==> config.mk <==
export PLATFORM = sky130hd
export DESIGN_NAME = mc_control_fsm
export DESIGN_NICKNAME = d
export VERILOG_FILES = /design/src/rtl/mc_control_fsm.sv
export SDC_FILE = /design/constraint.sdc
export NUM_CORES = 1
export LEC_CHECK = 0
export ABC_AREA = 1
export BUFFER_PORTS_ARGS = -buffer_cell sky130_fd_sc_hd__buf_2
export CAP_MARGIN = 20
export CORE_MARGIN = 1
export CORE_UTILIZATION = 47
export DETAILED_ROUTE_END_ITERATION = 8
export PLACE_DENSITY_LB_ADDON = 0.2
export SYNTH_ARGS = -nofsm -noshare
export SYNTH_HDL_FRONTEND = slang
export SYNTH_SLANG_ARGS = --single-unit
==> constraint.sdc <==
create_clock -name clk -period 1.48 [get_ports clk]
set_input_delay 0.444 -clock clk [delete_from_list [all_inputs] [get_ports clk]]
set_output_delay 0.444 -clock clk [all_outputs]
set_load 0.01 [all_outputs]
==> src/rtl/mc_control_fsm.sv <==
// mc_control_fsm: multicycle control FSM for the RV32I core (fetch/decode/execute/memory/writeback)
//   clk, rst          : clock, synchronous active-high reset
//   opcode[6:0]       : IR opcode field, stable from DECODE onward
//   mem_ready         : memory completes the current request this cycle
//   mem_req, mem_we   : memory request (held until mem_ready) and store/read select
//   ir_write          : latch fetched word into IR (FETCH, qualified by mem_ready)
//   pc_write, pc_write_cond, pc_source[1:0] : PC update controls
//   reg_write, wb_sel[1:0]                  : register-file write enable and source
//   alu_src_a/b[1:0], alu_op[1:0]           : ALU operand muxes and operation class
//   mem_timeout       : sticky flag, memory wait reached MEM_TIMEOUT (0 disables)
//   state[3:0]        : current state encoding, for debug
// Build option: define ILLEGAL_TRAP_EN to trap unrecognised opcodes (otherwise they act as NOPs).
module mc_control_fsm #(
  parameter int MEM_TIMEOUT = 255
) (
  input  logic       clk,
  input  logic       rst,
  input  logic [6:0] opcode,
  input  logic       mem_ready,
  output logic       mem_req,
  output logic       mem_we,
  output logic       ir_write,
  output logic       pc_write,
  output logic       pc_write_cond,
  output logic [1:0] pc_source,
  output logic       reg_write,
  output logic [1:0] wb_sel,
  output logic [1:0] alu_src_a,
  output logic [1:0] alu_src_b,
  output logic [1:0] alu_op,
  output logic       mem_timeout,
  output logic [3:0] state
);
  typedef enum logic [3:0] {
    FETCH = 4'd0, DECODE = 4'd1, EXEC_R = 4'd2, EXEC_I = 4'd3, EXEC_U = 4'd4,
    ADDR = 4'd5, MEM_RD = 4'd6, MEM_WR = 4'd7, WB_ALU = 4'd8, WB_MEM = 4'd9,
    BRANCH = 4'd10, JAL = 4'd11, JALR = 4'd12, TRAP = 4'd13
  } state_t;

  localparam logic [7:0] LIM = 8'(MEM_TIMEOUT);

  state_t     cur, nxt, ill;
  logic [7:0] cnt, cnt_nxt;
  logic       pw_r;

`ifdef ILLEGAL_TRAP_EN
  assign ill = TRAP;
`else
  assign ill = FETCH;
`endif

  always_comb begin
    nxt = cur;
    case (cur)
      FETCH:  nxt = mem_ready ? DECODE : FETCH;
      DECODE:
        case (opcode)
          7'b0110011:             nxt = EXEC_R;
          7'b0010011:             nxt = EXEC_I;
          7'b0110111, 7'b0010111: nxt = EXEC_U;
          7'b0000011, 7'b0100011: nxt = ADDR;
          7'b1100011:             nxt = BRANCH;
          7'b1101111:             nxt = JAL;
          7'b1100111:             nxt = JALR;
          default:                nxt = ill;
        endcase
      EXEC_R, EXEC_I, EXEC_U: nxt = WB_ALU;
      ADDR:   nxt = opcode[5] ? MEM_WR : MEM_RD;
      MEM_RD: nxt = mem_ready ? WB_MEM : MEM_RD;
      MEM_WR: nxt = mem_ready ? FETCH : MEM_WR;
      TRAP:   nxt = TRAP;
      default: nxt = FETCH;
    endcase
  end

  // Wait counter saturates at 255 so a stuck memory cannot wrap it back below the limit.
  assign cnt_nxt = mem_ready ? 8'd0 : (mem_req && cnt != 8'hff) ? cnt + 8'd1 : cnt;

  // Moore outputs are decoded from the next state and registered, so they are glitch-free
  // and valid for the whole cycle the FSM spends in that state.
  always_ff @(posedge clk) begin
    if (rst) begin
      cur           <= FETCH;
      cnt           <= 8'd0;
      mem_timeout   <= 1'b0;
      mem_req       <= 1'b1;
      mem_we        <= 1'b0;
      pw_r          <= 1'b0;
      pc_write_cond <= 1'b0;
      pc_source     <= 2'b00;
      reg_write     <= 1'b0;
      wb_sel        <= 2'b00;
      alu_src_a     <= 2'b00;
      alu_src_b     <= 2'b00;
      alu_op        <= 2'b00;
    end else begin
      cur           <= nxt;
      cnt           <= cnt_nxt;
      mem_timeout   <= mem_timeout | (LIM != 8'd0 && cnt_nxt >= LIM);
      mem_req       <= nxt inside {FETCH, MEM_RD, MEM_WR};
      mem_we        <= nxt == MEM_WR;
      pw_r          <= nxt inside {JAL, JALR};
      pc_write_cond <= nxt == BRANCH;
      pc_source     <= nxt == BRANCH ? 2'b01 : nxt == JAL ? 2'b10 : nxt == JALR ? 2'b11 : 2'b00;
      reg_write     <= nxt inside {WB_ALU, WB_MEM, JAL, JALR};
      wb_sel        <= nxt == WB_MEM ? 2'b01 : nxt inside {JAL, JALR} ? 2'b10 : 2'b00;
      alu_src_a     <= nxt inside {EXEC_R, EXEC_I, ADDR, BRANCH} ? 2'b01 :
                       (nxt == EXEC_U && opcode[5]) ? 2'b10 : 2'b00;
      alu_src_b     <= nxt inside {DECODE, EXEC_I, EXEC_U, ADDR} ? 2'b01 : 2'b00;
      alu_op        <= nxt inside {EXEC_R, EXEC_I} ? 2'b10 : nxt == BRANCH ? 2'b01 : 2'b00;
    end
  end

  // FETCH strobes must fire in the same cycle memory returns data, so they bypass the register.
  assign ir_write = cur == FETCH && mem_ready;
  assign pc_write = pw_r | ir_write;
  assign state    = cur;
endmodule
==> impl_metrics.py, run 1 <==
metrics = {
    "outcome": {
        "status": "finished, violations left",
        "violations": "negative setup slack",
    },
    "worst_setup_path": {
        "critPathKind": "reg -> reg",
        "cp-end-kind": "flop",
        "crit_arrival_ps": 1990,
        "cp_slowest_cell": "dfxtp_4",
        "cpMostUsedCell": "nand3_2",
        "path_max_fanout": 4,
        "start_kind": "flop",
        "cp_data_required_time_ps": 1770,
        "worstPathCellList": "buf_6 > buf_6 > nand2_2 > inv_1 > nand3_2 > nand3_2 > inv_2 > nand2_4 > nor2_4 > nand3_2 > nand2_1 > nand2_2 > nand2_1",
        "cpPeakStageDelay_ps": 390,
    },
    "min_path": {
        "hold_class": "in -> reg",
    },
    "cts": {
        "cts-buffers-inserted": 3,
        "clkTransAtPathRegs_ps": 150,
        "cts-htree-levels": 1,
        "cts_hold_buffers": 0,
        "root_buffer": "clkbuf_4",
        "clk_latency_ps": 340,
        "cts_tree": "done",
        "cts_sinks": 27,
        "cts_buffer_depth": 2,
    },
    "run": {
        "drv_cap": 0,
    },
    "synthesis": {
        "synthTopCellsByCount": "64 x nand2_1, 35 x nor2_1, 28 x nand3_1",
        "ys_types": 27,
        "ys_ff_latch": 27,
        "synth-edff-count": 0,
        "synth_area_per_cell_um2": 6.583,
        "ys.flop_type": "dfxtp_1",
        "syn_inst": 245,
        "yosysMostFrequentCell": "nand2_1",
        "synth_top_cell_area_share_pct": 33.51,
        "async_reset_ff_share_pct": 0,
        "yosys.area.top_type": "dfxtp_1",
        "seq_area_frac_synth_pct": 33.51,
        "synth_area_um2": 1613,
        "syn-num-nets": 256,
        "synthTopCellsByArea": "dfxtp_1 34%, nand2_1 15%, nand3_1 8.7%",
        "yosys_warnings": 0,
    },
    "floorplan": {
        "fp.dieH_um": 60.58,
        "row_count": 20,
        "core_area_um2": 3153,
        "start_util_pct": 51.15,
        "die_w_um": 60.58,
        "dieArea_um2": 3670,
        "io_pins": 31,
    },
    "power": {
        "p_per_area_nw_per_um2": 548.2,
        "clkPwrFrac_pct": 25.2,
        "p_leak_nw": 1.258,
        "swShare_pct": 28.74,
        "p_comb_share_pct": 18.7,
        "intPower_w": 0.0009536,
        "power.total_w": 0.001338,
        "net-switching-power_w": 0.0003847,
        "seqPwrFrac_pct": 56.1,
        "vdd_ir_drop_max_uv": 485.2,
    },
    "sta": {
        "finClkSkew_ps": 9.035,
        "whs_ps": 408.0,
        "clock.fmax_ghz": 0.5911,
        "setup_viol": 19,
        "hold_viol_final": 0,
        "fin_crit_ps": 1692,
        "drv_slew": 0,
        "rsz0062_at_grt": "yes",
        "timing.final.crit_share_pct": 114.3,
        "fin_ws_ps": -211.9,
        "setup_tns_ps": -2187,
    },
    "placement": {
        "finalWeightedCongestion": 0.8467,
        "place_ws_ps": -132.9,
        "port_buffers": 29,
        "post-dp-hpwl_um": 2540,
    },
    "global_route": {
        "overflow": 0,
        "grt_usage_pct": 21.57,
        "grt_pass1_vias": 1522,
        "grt_pass1_wl_um": 5927,
        "antenna_found_initial": 0,
        "grt_max_degree": 17,
    },
    "drt": {
        "vias": 1698,
        "drc_errors": 0,
        "totalWireLength_um": 4136,
        "routed_via_density": 4.783,
        "wl_per_cell_um": 11.65,
        "drt.antenna.violating_nets": 0,
        "drtPass1Iterations": 4,
        "drt_iter0_drc": 79,
    },
    "cells_and_area": {
        "nNetsFinal": 323,
        "fin_util_pct": 77.42,
        "area_growth_pct": 51.36,
        "antenna_cells": 0,
        "fillers": 220,
        "drive_gt1_share_pct": 55.63,
    },
}
## metrics by stage
step | cells | area (um^2)
2_1_floorplan | 245 | 1615
6_report | 355 | 2441
3_3_place_gp | 336 | 1961
4_1_cts | 346 | 2126
3_5_place_dp | 336 | 1961
5_1_grt | 355 | 2441
## timing repair
action / in CTS / in global routing
pin swaps: 9 / 33
gates cloned: 0 / 0
gates resized for setup: 28 / 69
hold endpoints to repair: 0 / 0
setup endpoints to repair: 10 / 23
setup buffers: 6 / 10
## final timing paths
kind,startpoint,endpoint,slack (ps),depth (start not counted)
setup / recovery,state[0],reg_write,-210,13
hold / removal,rst,mem_timeout,410,2
setup reg to reg,state[0],reg_write,-210,13
hold reg to reg,mem_timeout,mem_timeout,480,2
## logic make-up after synthesis
kind of cell               count (synthesis)  share of synthesized area [%]
and+or+nand+nor                          168                          52.29
buffers and inverters                     39                          9.620
DFF                                       27                          33.51
AOI/OAI and AO/OA                          7                          2.483
xor gates and xnor gates                   2                          1.086
adders and majority gates                  1                         0.7757
other                                      1                         0.2325
## layout by cell type, fill, tap and decap left out, types with 2 or more instances in the layout
master / synthesis / routed
nand2_2: 11 / 24
nor2_2: 6 / 9
nand3_1: 28 / 18
nand3_2: 5 / 14
buf_4: 2 / 28
nor2_4: 8 / 16
dfxtp_2: 0 / 7
nor3_1: 3 / 3
inv_2: 10 / 10
inv_1: 24 / 21
nand2_1: 64 / 42
nand2_4: 3 / 11
buf_6: 0 / 13
a21oi_1: 4 / 2
dfxtp_1: 27 / 19
buf_2: 1 / 26
clkbuf_4: 0 / 3
a21oi_2: 0 / 2
xor2_1: 2 / 2
nor2_1: 35 / 24
## power by group through the flow
stage / clock network, W / logic (W) / registers [W]
final: 0.000338 / 0.000250 / 0.000751
after global routing: 0.000376 / 0.000273 / 0.000753
after CTS: 0.000342 / 0.000211 / 0.000749
after detailed placement: 0 / 0.000186 / 0.000762
after global placement: 0 / 0.000186 / 0.000762
after floorplan: 0 / 0.000103 / 0.000767
## metal layers
| layer | up-vias | track usage [%] | routed length, um |
|---|---|---|---|
| met5 | - | 0 | 0 |
| met4 | 0 | 9.416 | 74 |
| met3 | 9 | 3.838 | 81 |
| met2 | 24 | 40.35 | 2253 |
| met1 | 781 | 23.68 | 1726 |
| li1 | 884 | - | - |
## critical path, delay by kind of cell (launching register included)
kind | cells | cell delay, ps
DFF | 1 | 390
buffers and inverters | 4 | 390
and+or+nand+nor | 9 | 860
## flip-flops by register name, summed over array words and instances, names as in the netlist
register and cells:
wb_sel 2, pc_write_cond 1, alu_op 2, mem_we 1, mem_req 1, cnt 8, alu_src_a 2, alu_src_b 1
pc_source 2, state 4, reg_write 1, pw_r 1, mem_timeout 1
## final cells by class
type / instances / area (um^2) / share of cell area (%)
Clock buffer: 3 / 22.52 / 0.9226
Clock inverter: 1 / 7.507 / 0.3075
Inverter: 34 / 142.6 / 5.843
Multi-Input combinational cell: 179 / 1174 / 48.08
Sequential cell: 27 / 553.0 / 22.66
Tap cell: 44 / 55.05 / 2.255
Timing Repair Buffer: 67 / 486.7 / 19.94
Power figures use the tool's default switching activity.
==> run 2, diff against run 1 <==
--- a/config.mk
+++ b/config.mk
@@ -11,6 +11,7 @@
 export CORE_MARGIN = 1
 export CORE_UTILIZATION = 47
 export DETAILED_ROUTE_END_ITERATION = 8
+export HOLD_SLACK_MARGIN = 0.1
 export PLACE_DENSITY_LB_ADDON = 0.2
 export SYNTH_ARGS = -nofsm -noshare
 export SYNTH_HDL_FRONTEND = slang
==> constraint.sdc (replaced) <==
create_clock -name clk -period 1.48 [get_ports clk]
set_input_delay 0.296 -clock clk [delete_from_list [all_inputs] [get_ports clk]]
set_output_delay 0.296 -clock clk [all_outputs]
set_load 0.01 [all_outputs]
==> run 2 against run 1 <==
  * Hold slack worse by 170 ps
  * Fmax up 9.9%
  * Worst setup slack better by 150 ps
  * Via count down 4.9%
  * Register-to-register slack better by 150 ps
  * Sequential cell count unchanged
  * Combinational power down 19%
  * First-iteration DRC count down 59%
  * The run still ends with negative setup slack left
  * Clock skew down 4.3 ps
  * Final cell count down 3.7%
==> impl_metrics.py, run 2 (synthesized netlist as in run 1, its figures left out) <==
metrics = {
    "worst_setup_path": {
        "r2r_cells": 11,
        "crit_arrival_ps": 1810,
        "critPathKind": "reg -> reg",
        "cp_data_required_time_ps": 1760,
        "reg2reg_setup_slack_ps": -60,
        "cp-end-kind": "flop",
        "r2r-start": "state[1]",
        "path_max_fanout": 5,
        "start_kind": "flop",
        "worstReg2RegEnd": "reg_write",
    },
    "outcome": {
        "status": "finished, violations left",
        "violations": "negative setup slack",
    },
    "floorplan": {
        "start_util_pct": 51.15,
        "dieArea_um2": 3670,
        "row_count": 20,
        "fp.dieH_um": 60.58,
        "core_area_um2": 3153,
        "io_pins": 31,
        "die_w_um": 60.58,
    },
    "cells_and_area": {
        "fin_util_pct": 69.64,
        "regMostFlops": "cnt",
        "area_growth_pct": 36.15,
        "nNetsFinal": 310,
        "drive_gt1_share_pct": 45.30,
        "fillers": 280,
        "stdcell_count": 342,
        "antenna_cells": 0,
        "multi_input_area_um2": 1057,
        "largest_reg_flops": 8,
        "register_area_um2": 556.8,
        "layout_commonest_cell": "nand2_1",
        "layout_common_cells": "58 x nand2_1, 28 x buf_2, 27 x nor2_1",
    },
    "drt": {
        "routed_via_density": 4.722,
        "drtPass1Iterations": 4,
        "vias": 1615,
        "totalWireLength_um": 3655,
        "drc_errors": 0,
        "drt_iter0_drc": 32,
        "wl_per_cell_um": 10.69,
        "drt.antenna.violating_nets": 0,
    },
    "cts": {
        "cts_hold_buffers": 0,
        "clkTransAtPathRegs_ps": 150,
        "clk_latency_ps": 310,
        "cts_buffer_depth": 2,
        "cts-htree-levels": 1,
        "cts_sinks": 27,
        "root_buffer": "clkbuf_4",
        "cts-buffers-inserted": 3,
        "cts_tree": "done",
    },
    "power": {
        "p_per_area_nw_per_um2": 576.4,
        "vdd_ir_drop_max_uv": 420.8,
        "p_leak_nw": 1.130,
    },
    "min_path": {
        "holdPathEnd": "alu_src_a[1]",
        "hold_start": "opcode[5]",
        "hold_class": "in -> reg",
        "min_path_cells": 3,
    },
    "sta": {
        "whs_ps": 243.0,
        "fin_ws_ps": -59.09,
        "setup_tns_ps": -342.4,
        "finClkSkew_ps": 4.693,
        "drv_slew": 0,
        "hold_viol_final": 0,
        "timing.final.crit_share_pct": 104.0,
        "setup_viol": 9,
        "rsz0062_at_grt": "yes",
        "fin_crit_ps": 1539,
        "clock.fmax_ghz": 0.6497,
    },
    "global_route": {
        "antenna_found_initial": 0,
        "overflow": 0,
        "grt_max_degree": 17,
        "grt_usage_pct": 20.60,
        "grt_pass1_wl_um": 5740,
        "grt_pass1_vias": 1452,
    },
    "placement": {
        "post-dp-hpwl_um": 2642,
        "port_buffers": 29,
        "finalWeightedCongestion": 0.8402,
        "dp_cells": 324,
    },
    "run": {
        "drv_cap": 0,
    },
}
[run 2: cell types whose count changed in the layout (fill, tap and decap cells not counted), sizes merged]
cell and delta:
buf -13
[run 2: worst max-delay path, stage by stage, from the launching register on]
cell and delay, ps:
dfxtp_4 390, buf_6 120, inv_8 40, nand4_1 160, nand2_1 130, nor2_4 120
nand2_4 90, nor2_4 160, nand3_2 80, nand2_2 80, nand2_2 70, nand2_1 60
[run 2: timing repair]
action                                  in CTS  in global routing
pin swaps                                    5                 14
resized for setup                           21                 36
endpoints found under the setup margin       8                 16
buffers inserted                             9                  5
[run 2: power breakdown]
part / switching [W] / internal (W) / total [W]
clock: 0.000213 / 0.000103 / 0.000316
combinational: 0.000117 / 0.0000846 / 0.000202
sequential: 0.0000135 / 0.000734 / 0.000747
[run 2: cell type report]
| type | count | area share [%] |
|---|---|---|
| repair buffers | 54 | 16.13 |
| flip-flops and latches | 27 | 25.36 |
| multi-input cells | 179 | 48.15 |
| clock inverters | 1 | 0.3419 |
| clock buffers | 3 | 1.026 |
| well taps | 44 | 2.507 |
| inverters | 34 | 6.496 |
[run 2: per-layer routing]
layer	vias up	share of wire, %	global-route usage (%)
li1	861	-	-
met4	0	0.52	5.844
met3	2	1.5	2.559
met2	18	56	40.50
met5	-	0	0
met1	734	42	22.91
[run 2: how the worst max path moves through the flow]
stage             start          end  slack [ps]
2_1_floorplan    cnt[0]  mem_timeout           3
3_3_place_gp     cnt[1]  mem_timeout         0.8
3_5_place_dp     cnt[1]  mem_timeout         -30
4_1_cts        state[0]     pc_write         -40
5_1_grt        state[1]    reg_write        -180
6_report       state[1]    reg_write         -60
[run 2: through the flow]
stage	worst slack, ps	power (W)	area [um^2]
floorplan	2.900	0.0008697	1615
global placement	0.8242	0.0009257	1871
detailed placement	-27.14	0.0009265	1871
CTS	-43.15	0.001259	2022
global route	-178.3	0.001333	2196
finish	-59.09	0.001266	2196
